<file path="config.mk">
export PLATFORM = sky130hd
export DESIGN_NAME = fifo_wr_arbiter
export DESIGN_NICKNAME = d
export VERILOG_FILES = /design/src/rtl/fifo_wr_arbiter.sv
export SDC_FILE = /design/constraint.sdc
export NUM_CORES = 1
export LEC_CHECK = 0
export BUFFER_PORTS_ARGS = -buffer_cell sky130_fd_sc_hd__buf_2
export CAP_MARGIN = 10
export CORE_MARGIN = 2
export CORE_UTILIZATION = 42
export CTS_BUF_LIST = sky130_fd_sc_hd__clkbuf_2 sky130_fd_sc_hd__clkbuf_4 sky130_fd_sc_hd__clkbuf_8
export DETAILED_ROUTE_END_ITERATION = 8
export PLACE_DENSITY = 0.87
export SLEW_MARGIN = 20
export SYNTH_ARGS = -nofsm -noshare
export SYNTH_HDL_FRONTEND = slang
export SYNTH_SLANG_ARGS = --single-unit
export TNS_END_PERCENT = 50
</file>
<file path="constraint.sdc">
create_clock -name clk -period 2.42 [get_ports clk]
set_input_delay 0.484 -clock clk [delete_from_list [all_inputs] [get_ports clk]]
set_output_delay 0.484 -clock clk [all_outputs]
set_load 0.005 [all_outputs]
</file>
<file path="src/rtl/fifo_wr_arbiter.sv">
// Round-robin burst arbiter for the async FIFO write port.
// The grant is held for a whole burst, which ends on req_last or after MAX_BURST beats.
module fifo_wr_arbiter #(
    parameter int NUM_REQ    = 4,
    parameter int FIFO_WIDTH = 16,
    parameter int MAX_BURST  = 8
) (
    input  logic                          clk,
    input  logic                          rst_n,
    input  logic [NUM_REQ-1:0]            req_valid,
    input  logic [NUM_REQ-1:0]            req_last,
    input  logic [NUM_REQ*FIFO_WIDTH-1:0] req_data,
    output logic [NUM_REQ-1:0]            req_ready,
    input  logic                          fifo_wfull,
    output logic                          fifo_winc,
    output logic [FIFO_WIDTH-1:0]         fifo_wdata,
    output logic [NUM_REQ-1:0]            grant,
    output logic                          busy
);

    localparam int IDX_W = (NUM_REQ > 1) ? $clog2(NUM_REQ) : 1;
    localparam int CNT_W = $clog2(MAX_BURST + 1);

    typedef enum logic {IDLE, BURST} state_t;

    state_t             state_q, state_d;
    logic [NUM_REQ-1:0] grant_q, grant_d;
    logic [IDX_W-1:0]   gidx_q, gidx_d;
    logic [IDX_W-1:0]   rr_ptr_q, rr_ptr_d;
    logic [CNT_W-1:0]   beat_cnt_q, beat_cnt_d;
    logic               busy_q, busy_d;

    logic               pick_found;
    logic [IDX_W-1:0]   pick_idx;
    logic               beat;
    logic               last_g;
    logic [FIFO_WIDTH-1:0] data_g;

    // First valid requester at or after rr_ptr; descending scan so the nearest one wins.
    always_comb begin
        pick_found = 1'b0;
        pick_idx   = '0;
        for (int k = NUM_REQ - 1; k >= 0; k--) begin
            int j;
            j = int'(rr_ptr_q) + k;
            if (j >= NUM_REQ) j = j - NUM_REQ;
            if (req_valid[IDX_W'(j)]) begin
                pick_found = 1'b1;
                pick_idx   = IDX_W'(j);
            end
        end
    end

    // grant_q is one-hot (zero in IDLE), so an AND-OR mux selects the granted lane.
    always_comb begin
        data_g = '0;
        for (int i = 0; i < NUM_REQ; i++) begin
            if (grant_q[i]) data_g = data_g | req_data[i*FIFO_WIDTH +: FIFO_WIDTH];
        end
    end

    assign last_g     = |(req_last & grant_q);
    assign beat       = (state_q == BURST) && (|(req_valid & grant_q)) && !fifo_wfull;
    assign fifo_winc  = beat;
    assign fifo_wdata = data_g;
    assign req_ready  = (state_q == BURST && !fifo_wfull) ? grant_q : '0;
    assign grant      = grant_q;
    assign busy       = busy_q;

    always_comb begin
        state_d    = state_q;
        grant_d    = grant_q;
        gidx_d     = gidx_q;
        rr_ptr_d   = rr_ptr_q;
        beat_cnt_d = beat_cnt_q;
        busy_d     = busy_q;
        case (state_q)
            IDLE: begin
                if (pick_found) begin
                    state_d           = BURST;
                    grant_d           = '0;
                    grant_d[pick_idx] = 1'b1;
                    gidx_d            = pick_idx;
                    beat_cnt_d        = '0;
                    busy_d            = 1'b1;
                end
            end
            BURST: begin
                if (beat) begin
                    if (last_g || beat_cnt_q == CNT_W'(MAX_BURST - 1)) begin
                        state_d    = IDLE;
                        grant_d    = '0;
                        busy_d     = 1'b0;
                        rr_ptr_d   = (gidx_q == IDX_W'(NUM_REQ - 1)) ? '0 : gidx_q + IDX_W'(1);
                    end else begin
                        beat_cnt_d = beat_cnt_q + CNT_W'(1);
                    end
                end
            end
            default: state_d = IDLE;
        endcase
    end

    always_ff @(posedge clk) begin
        if (!rst_n) begin
            state_q    <= IDLE;
            grant_q    <= '0;
            gidx_q     <= '0;
            rr_ptr_q   <= '0;
            beat_cnt_q <= '0;
            busy_q     <= 1'b0;
        end else begin
            state_q    <= state_d;
            grant_q    <= grant_d;
            gidx_q     <= gidx_d;
            rr_ptr_q   <= rr_ptr_d;
            beat_cnt_q <= beat_cnt_d;
            busy_q     <= busy_d;
        end
    end

endmodule

</file>
==> flow_metrics.tcl, run 1 <==
set metrics [dict create \
    status "finished clean" \
    n_fill_cell 244 \
    diodes 0 \
    grt_antenna_before_repair 0 \
    avgSynthCellArea_um2 8.01 \
    grt_max_degree 21 \
    nets 321 \
    grt_pass1_wl_mm 5.73 \
    irDropWorstVdd_mv 0.402 \
    rows 19 \
    yosysSeqAreaShare 0.240 \
    ys_types 40 \
    crit_path_start_kind "flop" \
    relSlewSlack 0.696 \
    synth_nets 223 \
    root_buffer "clkbuf_4" \
    syn2layout_area_growth_pct 44.1 \
    layout_common_cells "100 x buf_2, 32 x a22oi_1, 23 x nand2_1" \
    dp_hpwl_mm 2.91 \
    worstMarginPinSlew_ns 0.452 \
    grt_use_met2 0.399 \
    dr.first_iter.drc_count 90 \
    initial_utilization 0.432 \
    cp_max_fo 12 \
    clockBufferDepth 2 \
    final_layout_size_suffix_gt1_frac 0.479 \
    clk_pin_slew_ns 0.07 \
    yosysWarnings 0 \
    multi_input_area_um2 787 \
    post_cts_buffers 0 \
    hold_path.class "flop to flop" \
    fmax_ghz 0.507 \
    ant_nets 0 \
    top_usage_layer "met2" \
    synth_seq_cells 14 \
    cts_buffers 3 \
    dieArea_mm2 0.00322 \
    cts_resized 0 \
    gp_congestion 0.812 \
    final-hold-violation-count 0 \
    drv_cap 0 \
    io_buffers 100 \
    vias 1504 \
    drc 0 \
    core_mm2 0.00271 \
    crit_arrival_ns 1.49 \
    met1_usage 0.255 \
    cts_tree "done" \
    cts_num_sinks 14 \
    rsz0062_at_grt "no" \
    fin_crit_sh 0.814 \
    postCtsHoldBufs 0 \
    boundaryPins 101 \
    worstSetupEndpointType "primary output" \
    drt_wl_total_mm 3.60 \
    required_ns 1.94 \
    final_common_cell "buf_2" \
    worstSetupPathType "flop to primary output" \
    htree_num_levels 1 \
    die_h_um 56.8 \
    use_met3 0.0668 \
    gr-total-overflow 0 \
    die_w_um 56.8 \
    routed_via_density 5.51 \
    first_pass_iters 4 \
    grt_use_total 0.219 \
    wl_per_cell_um 13.2 \
    syn_inst 146 \
    synth_area_mm2 0.00117 \
    power.density_mw_per_mm2 337 \
    grt_pass1_vias 1323 \
    skew_ns 0.00783 \
    clkLatencyLatePin_ns 0.27 \
    period_minus_slack_ns 1.97 \
    fin_setup_tns_ns 0 \
    setup_violations 0 \
    p_total_uw 567 \
    leakagePower_nw 0.901 \
    final_max_slew_viol_count 0 \
    final-seq-area_um2 280 \
]
==> per-stage QoR <==
step | std cells | hold slack, ns | area [um^2] | utilization | setup slack [ns]
after CTS | 273 | 0.458 | 1690 | 0.622 | 0.447
after global routing | 273 | 0.481 | 1690 | 0.622 | 0.314
after detailed placement | 270 | 0.441 | 1660 | 0.614 | 0.553
after floorplan | 146 | 0.440 | 1170 | - | 0.813
after global placement | 270 | 0.445 | 1660 | 0.614 | 0.565
final | 273 | 0.455 | 1690 | 0.622 | 0.449
==> critical path: stages (launching register included) <==
cell and delay, ns:
dfxtp_1 0.43, a22o_2 0.28, o21ai_2 0.30, inv_2 0.07, buf_2 0.14
==> cells in the mapped netlist (all sizes together) <==
| library cell | number | share of area |
|---|---|---|
| nor2 | 5 | 0.016 |
| inv | 5 | 0.016 |
| or4 | 2 | 0.013 |
| nand3 | 8 | 0.045 |
| mux2i | 3 | 0.026 |
| nor4 | 1 | 0.0054 |
| o41ai | 1 | 0.0075 |
| and2b | 1 | 0.0086 |
| o2111ai | 1 | 0.0075 |
| ha | 2 | 0.021 |
| clkbuf | 6 | 0.019 |
| a211oi | 3 | 0.019 |
| nand2 | 23 | 0.074 |
| a22oi | 34 | 0.24 |
| o21a | 1 | 0.0064 |
| nor3 | 1 | 0.0043 |
| o32ai | 4 | 0.030 |
| a22o | 2 | 0.016 |
| nand3b | 1 | 0.0064 |
| and2 | 5 | 0.027 |
| o22ai | 1 | 0.0054 |
| or2 | 1 | 0.0054 |
| o21ai | 3 | 0.016 |
| o31ai | 3 | 0.024 |
| o22a | 1 | 0.0075 |
| buf | 6 | 0.052 |
| nand4 | 1 | 0.0054 |
| dfxtp | 14 | 0.24 |
| nand2b | 1 | 0.0054 |
| o221ai | 1 | 0.0075 |
| a21oi | 4 | 0.017 |
| or3 | 1 | 0.0054 |
==> where the power goes <==
part	switching [mW]	internal (mW)	total (mW)
logic	0.0944	0.105	0.199
registers	0.0102	0.239	0.249
clock network	0.0617	0.0576	0.119
total	0.166	0.401	0.567
==> logic make-up (layout without fill, tap and decap cells) <==
kind of cell	after synthesis	in the layout	share of synthesized area
AO/OA/AOI/OAI	59	59	0.405
AND/OR/NAND/NOR	51	51	0.220
buffers and inverters	17	113	0.0877
flip-flops	14	14	0.240
multiplexers	3	3	0.0257
adder cells (fa/ha/maj)	2	2	0.0214
==> state kept, by name (all words and copies together), names as in the netlist <==
register / flops
beat_cnt_q: 4
busy: 1
gidx_q: 2
grant: 4
rr_ptr_q: 2
state_q: 1
==> layer usage <==
| metal | part of all wire | vias up |
|---|---|---|
| met2 | 0.49 | 64 |
| met4 | 0.0053 | 0 |
| met3 | 0.088 | 2 |
| met1 | 0.41 | 676 |
| li1 | - | 762 |
| met5 | 0 | - |
==> path summary, 6_finish.rpt <==
| kind | from | to | slack, ns | cells after the start |
|---|---|---|---|---|
| setup reg to reg | grant[2] | beat_cnt_q[3] | 0.64 | 5 |
| setup / recovery | grant[2] | fifo_winc | 0.45 | 4 |
| hold reg to reg | busy | busy | 0.45 | 2 |
| hold / removal | busy | busy | 0.45 | 2 |
==> area by class of cell <==
class                           instances  share of cell area
Multi-Input combinational cell        115               0.467
Timing Repair Buffer                  105               0.319
Sequential cell                        14               0.166
Tap cell                               31              0.0230
Clock buffer                            3              0.0134
Inverter                                5              0.0111
Note: power is estimated with default switching activity, not from simulation.
==> inputs of run 2 (changes only) <==
--- a/config.mk
+++ b/config.mk
@@ -8,10 +8,10 @@
 export BUFFER_PORTS_ARGS = -buffer_cell sky130_fd_sc_hd__buf_2
 export CAP_MARGIN = 10
 export CORE_MARGIN = 2
-export CORE_UTILIZATION = 42
+export CORE_UTILIZATION = 35
 export CTS_BUF_LIST = sky130_fd_sc_hd__clkbuf_2 sky130_fd_sc_hd__clkbuf_4 sky130_fd_sc_hd__clkbuf_8
 export DETAILED_ROUTE_END_ITERATION = 8
-export PLACE_DENSITY = 0.87
+export PLACE_DENSITY = 0.78
 export SLEW_MARGIN = 20
 export SYNTH_ARGS = -nofsm -noshare
 export SYNTH_HDL_FRONTEND = slang
==> constraint.sdc (replaced) <==
create_clock -name clk -period 1.6 [get_ports clk]
set_input_delay 0.32 -clock clk [delete_from_list [all_inputs] [get_ports clk]]
set_output_delay 0.32 -clock clk [all_outputs]
set_load 0.005 [all_outputs]
==> run 2 against run 1 <==
  * The flow now finishes with violations (setup timing)
  * Via count grew 3.9%
  * Sequential share of layout area shrank 1.4 points
  * Sequential cell count did not move
  * Setup slack got worse by 0.46 ns
  * Critical path type unchanged
  * Routed wire length grew 12%
  * Critical endpoint unchanged
  * Largest cell class unchanged
==> flow_metrics.tcl, run 2 (synthesis results as in run 1) <==
set metrics [dict create \
    rr_startpoint "beat_cnt_q[0]" \
    boundaryPins 101 \
    skew_ns 0.00249 \
    setup_violations 1 \
    grt_max_degree 19 \
    violations "setup timing" \
    period_minus_slack_ns 1.61 \
    postCtsHoldBufs 0 \
    crit_arrival_ns 1.29 \
    nets 335 \
    grt_use_total 0.208 \
    vias 1563 \
    die_h_um 61.8 \
    cp_max_fo 4 \
    final_layout_size_suffix_gt1_frac 0.586 \
    fin_crit_sh 1.01 \
    io_buffers 100 \
    htree_num_levels 1 \
    crit_path_start_kind "flop" \
    drv_cap 0 \
    fin_cells 300 \
    cts_tree "done" \
    relSlewSlack 0.804 \
    clkLatencyLatePin_ns 0.28 \
    irDropWorstVdd_mv 0.302 \
    first_pass_iters 5 \
    status "finished with violations" \
    rsz0062_at_grt "yes" \
    drt_wl_total_mm 4.05 \
    worstSetupPathType "flop to primary output" \
    worstMarginPinSlew_ns 0.291 \
    ant_nets 0 \
    drc 0 \
    final-hold-violation-count 0 \
    endpoint "fifo_winc" \
    dr.first_iter.drc_count 75 \
    startpoint "grant[1]" \
    cp_slowest_cell "dfxtp_4" \
    grt_pass1_vias 1386 \
    layout_common_cells "99 x buf_2, 23 x nand2_1, 21 x a22oi_1" \
    core_mm2 0.00313 \
    slowest_delay_ns 0.36 \
    worstSetupEndpointType "primary output" \
    final_common_cell "buf_2" \
    syn2layout_area_growth_pct 65.2 \
    required_ns 1.28 \
    diodes 0 \
    root_buffer "clkbuf_4" \
    clockBufferDepth 2 \
    reg2reg_depth 5 \
    cts_num_sinks 14 \
    dp_hpwl_mm 3.16 \
    r2r_setup_slack_ns 0.04 \
    grt_antenna_before_repair 0 \
    cp_cell_sequence "a22o_1 > o21ai_4 > inv_2 > buf_6" \
    dieArea_mm2 0.00382 \
    grt_pass1_wl_mm 6.02 \
    rr_endpoint "beat_cnt_q[3]" \
    power.density_mw_per_mm2 480 \
    initial_utilization 0.374 \
    cts_buffers 3 \
    routed_via_density 5.21 \
    gr-total-overflow 0 \
    final_max_slew_viol_count 0 \
    clk_pin_slew_ns 0.08 \
    dp.cells 294 \
    hold_path.class "input pin to flop" \
    wl_per_cell_um 13.5 \
    rows 20 \
    timing.final.ws_setup_ns -0.00905 \
    fmax_ghz 0.621 \
    leakagePower_nw 0.996 \
    die_w_um 61.8 \
    p_total_uw 929 \
    gp_congestion 0.801 \
]
## run 2: cell types whose count changed in the layout (fill, tap and decap cells not counted), sizes merged
cell | before | now
buf | 105 | 119
## run 2: through the flow
step	hold slack (ns)	worst slack (ns)	utilization	setup TNS (ns)	area, um^2
after detailed placement	0.446	0.0337	0.563	0	1760
after global placement	0.444	0.0570	0.563	0	1760
after CTS	0.394	0.000129	0.582	0	1820
after global routing	0.393	-0.0551	0.618	-0.0946	1930
final	0.394	-0.00905	0.618	-0.00905	1930
after floorplan	0.440	0.0955	-	0	1170
## run 2: repair_timing
item	in CTS	in global routing
pin swaps	1	3
gates resized for setup	8	23
setup endpoints to repair	4	25
setup buffers	1	2
## run 2: worst min-delay path by stage
stage / slack, ns / from / endpoint / cells after the start
after CTS: 0.39 / rst_n / rr_ptr_q[1] / 3
final: 0.39 / rst_n / rr_ptr_q[1] / 3
after detailed placement: 0.45 / busy / busy / 2
after floorplan: 0.44 / gidx_q[1] / gidx_q[1] / 2
after global routing: 0.39 / rst_n / rr_ptr_q[1] / 3
after global placement: 0.44 / busy / busy / 2
## run 2: area by class of cell
| cell class | count | area (um^2) |
|---|---|---|
| clock buffer | 3 | 22.5 |
| fill | 262 | 1190 |
| inverter | 5 | 18.8 |
| multi-input combinational | 115 | 877 |
| sequential | 14 | 295 |
| tap | 44 | 55.1 |
| timing repair buffer | 119 | 664 |
## run 2: worst max-delay path, delay by kind of cell, from the launching register on
family / cells / cell delay, ns
DFF: 1 / 0.36
buffers and inverters: 2 / 0.20
AOI/OAI and AO/OA: 2 / 0.46
## run 2: power by group
| group | leakage [nW] | switching [mW] | total, mW | internal (mW) |
|---|---|---|---|---|
| logic | 0.865 | 0.167 | 0.357 | 0.189 |
| clock network | 0.0138 | 0.113 | 0.201 | 0.0874 |
| registers | 0.117 | 0.0138 | 0.371 | 0.358 |
## run 2: per-layer routing
metal,wire [um],up-vias,global-route usage,share of wire
li1,-,786,-,-
met5,0,-,0,0
met2,2100,74,0.391,0.52
met4,23,0,0.0486,0.0057
met3,266,4,0.0393,0.066
met1,1660,699,0.240,0.41
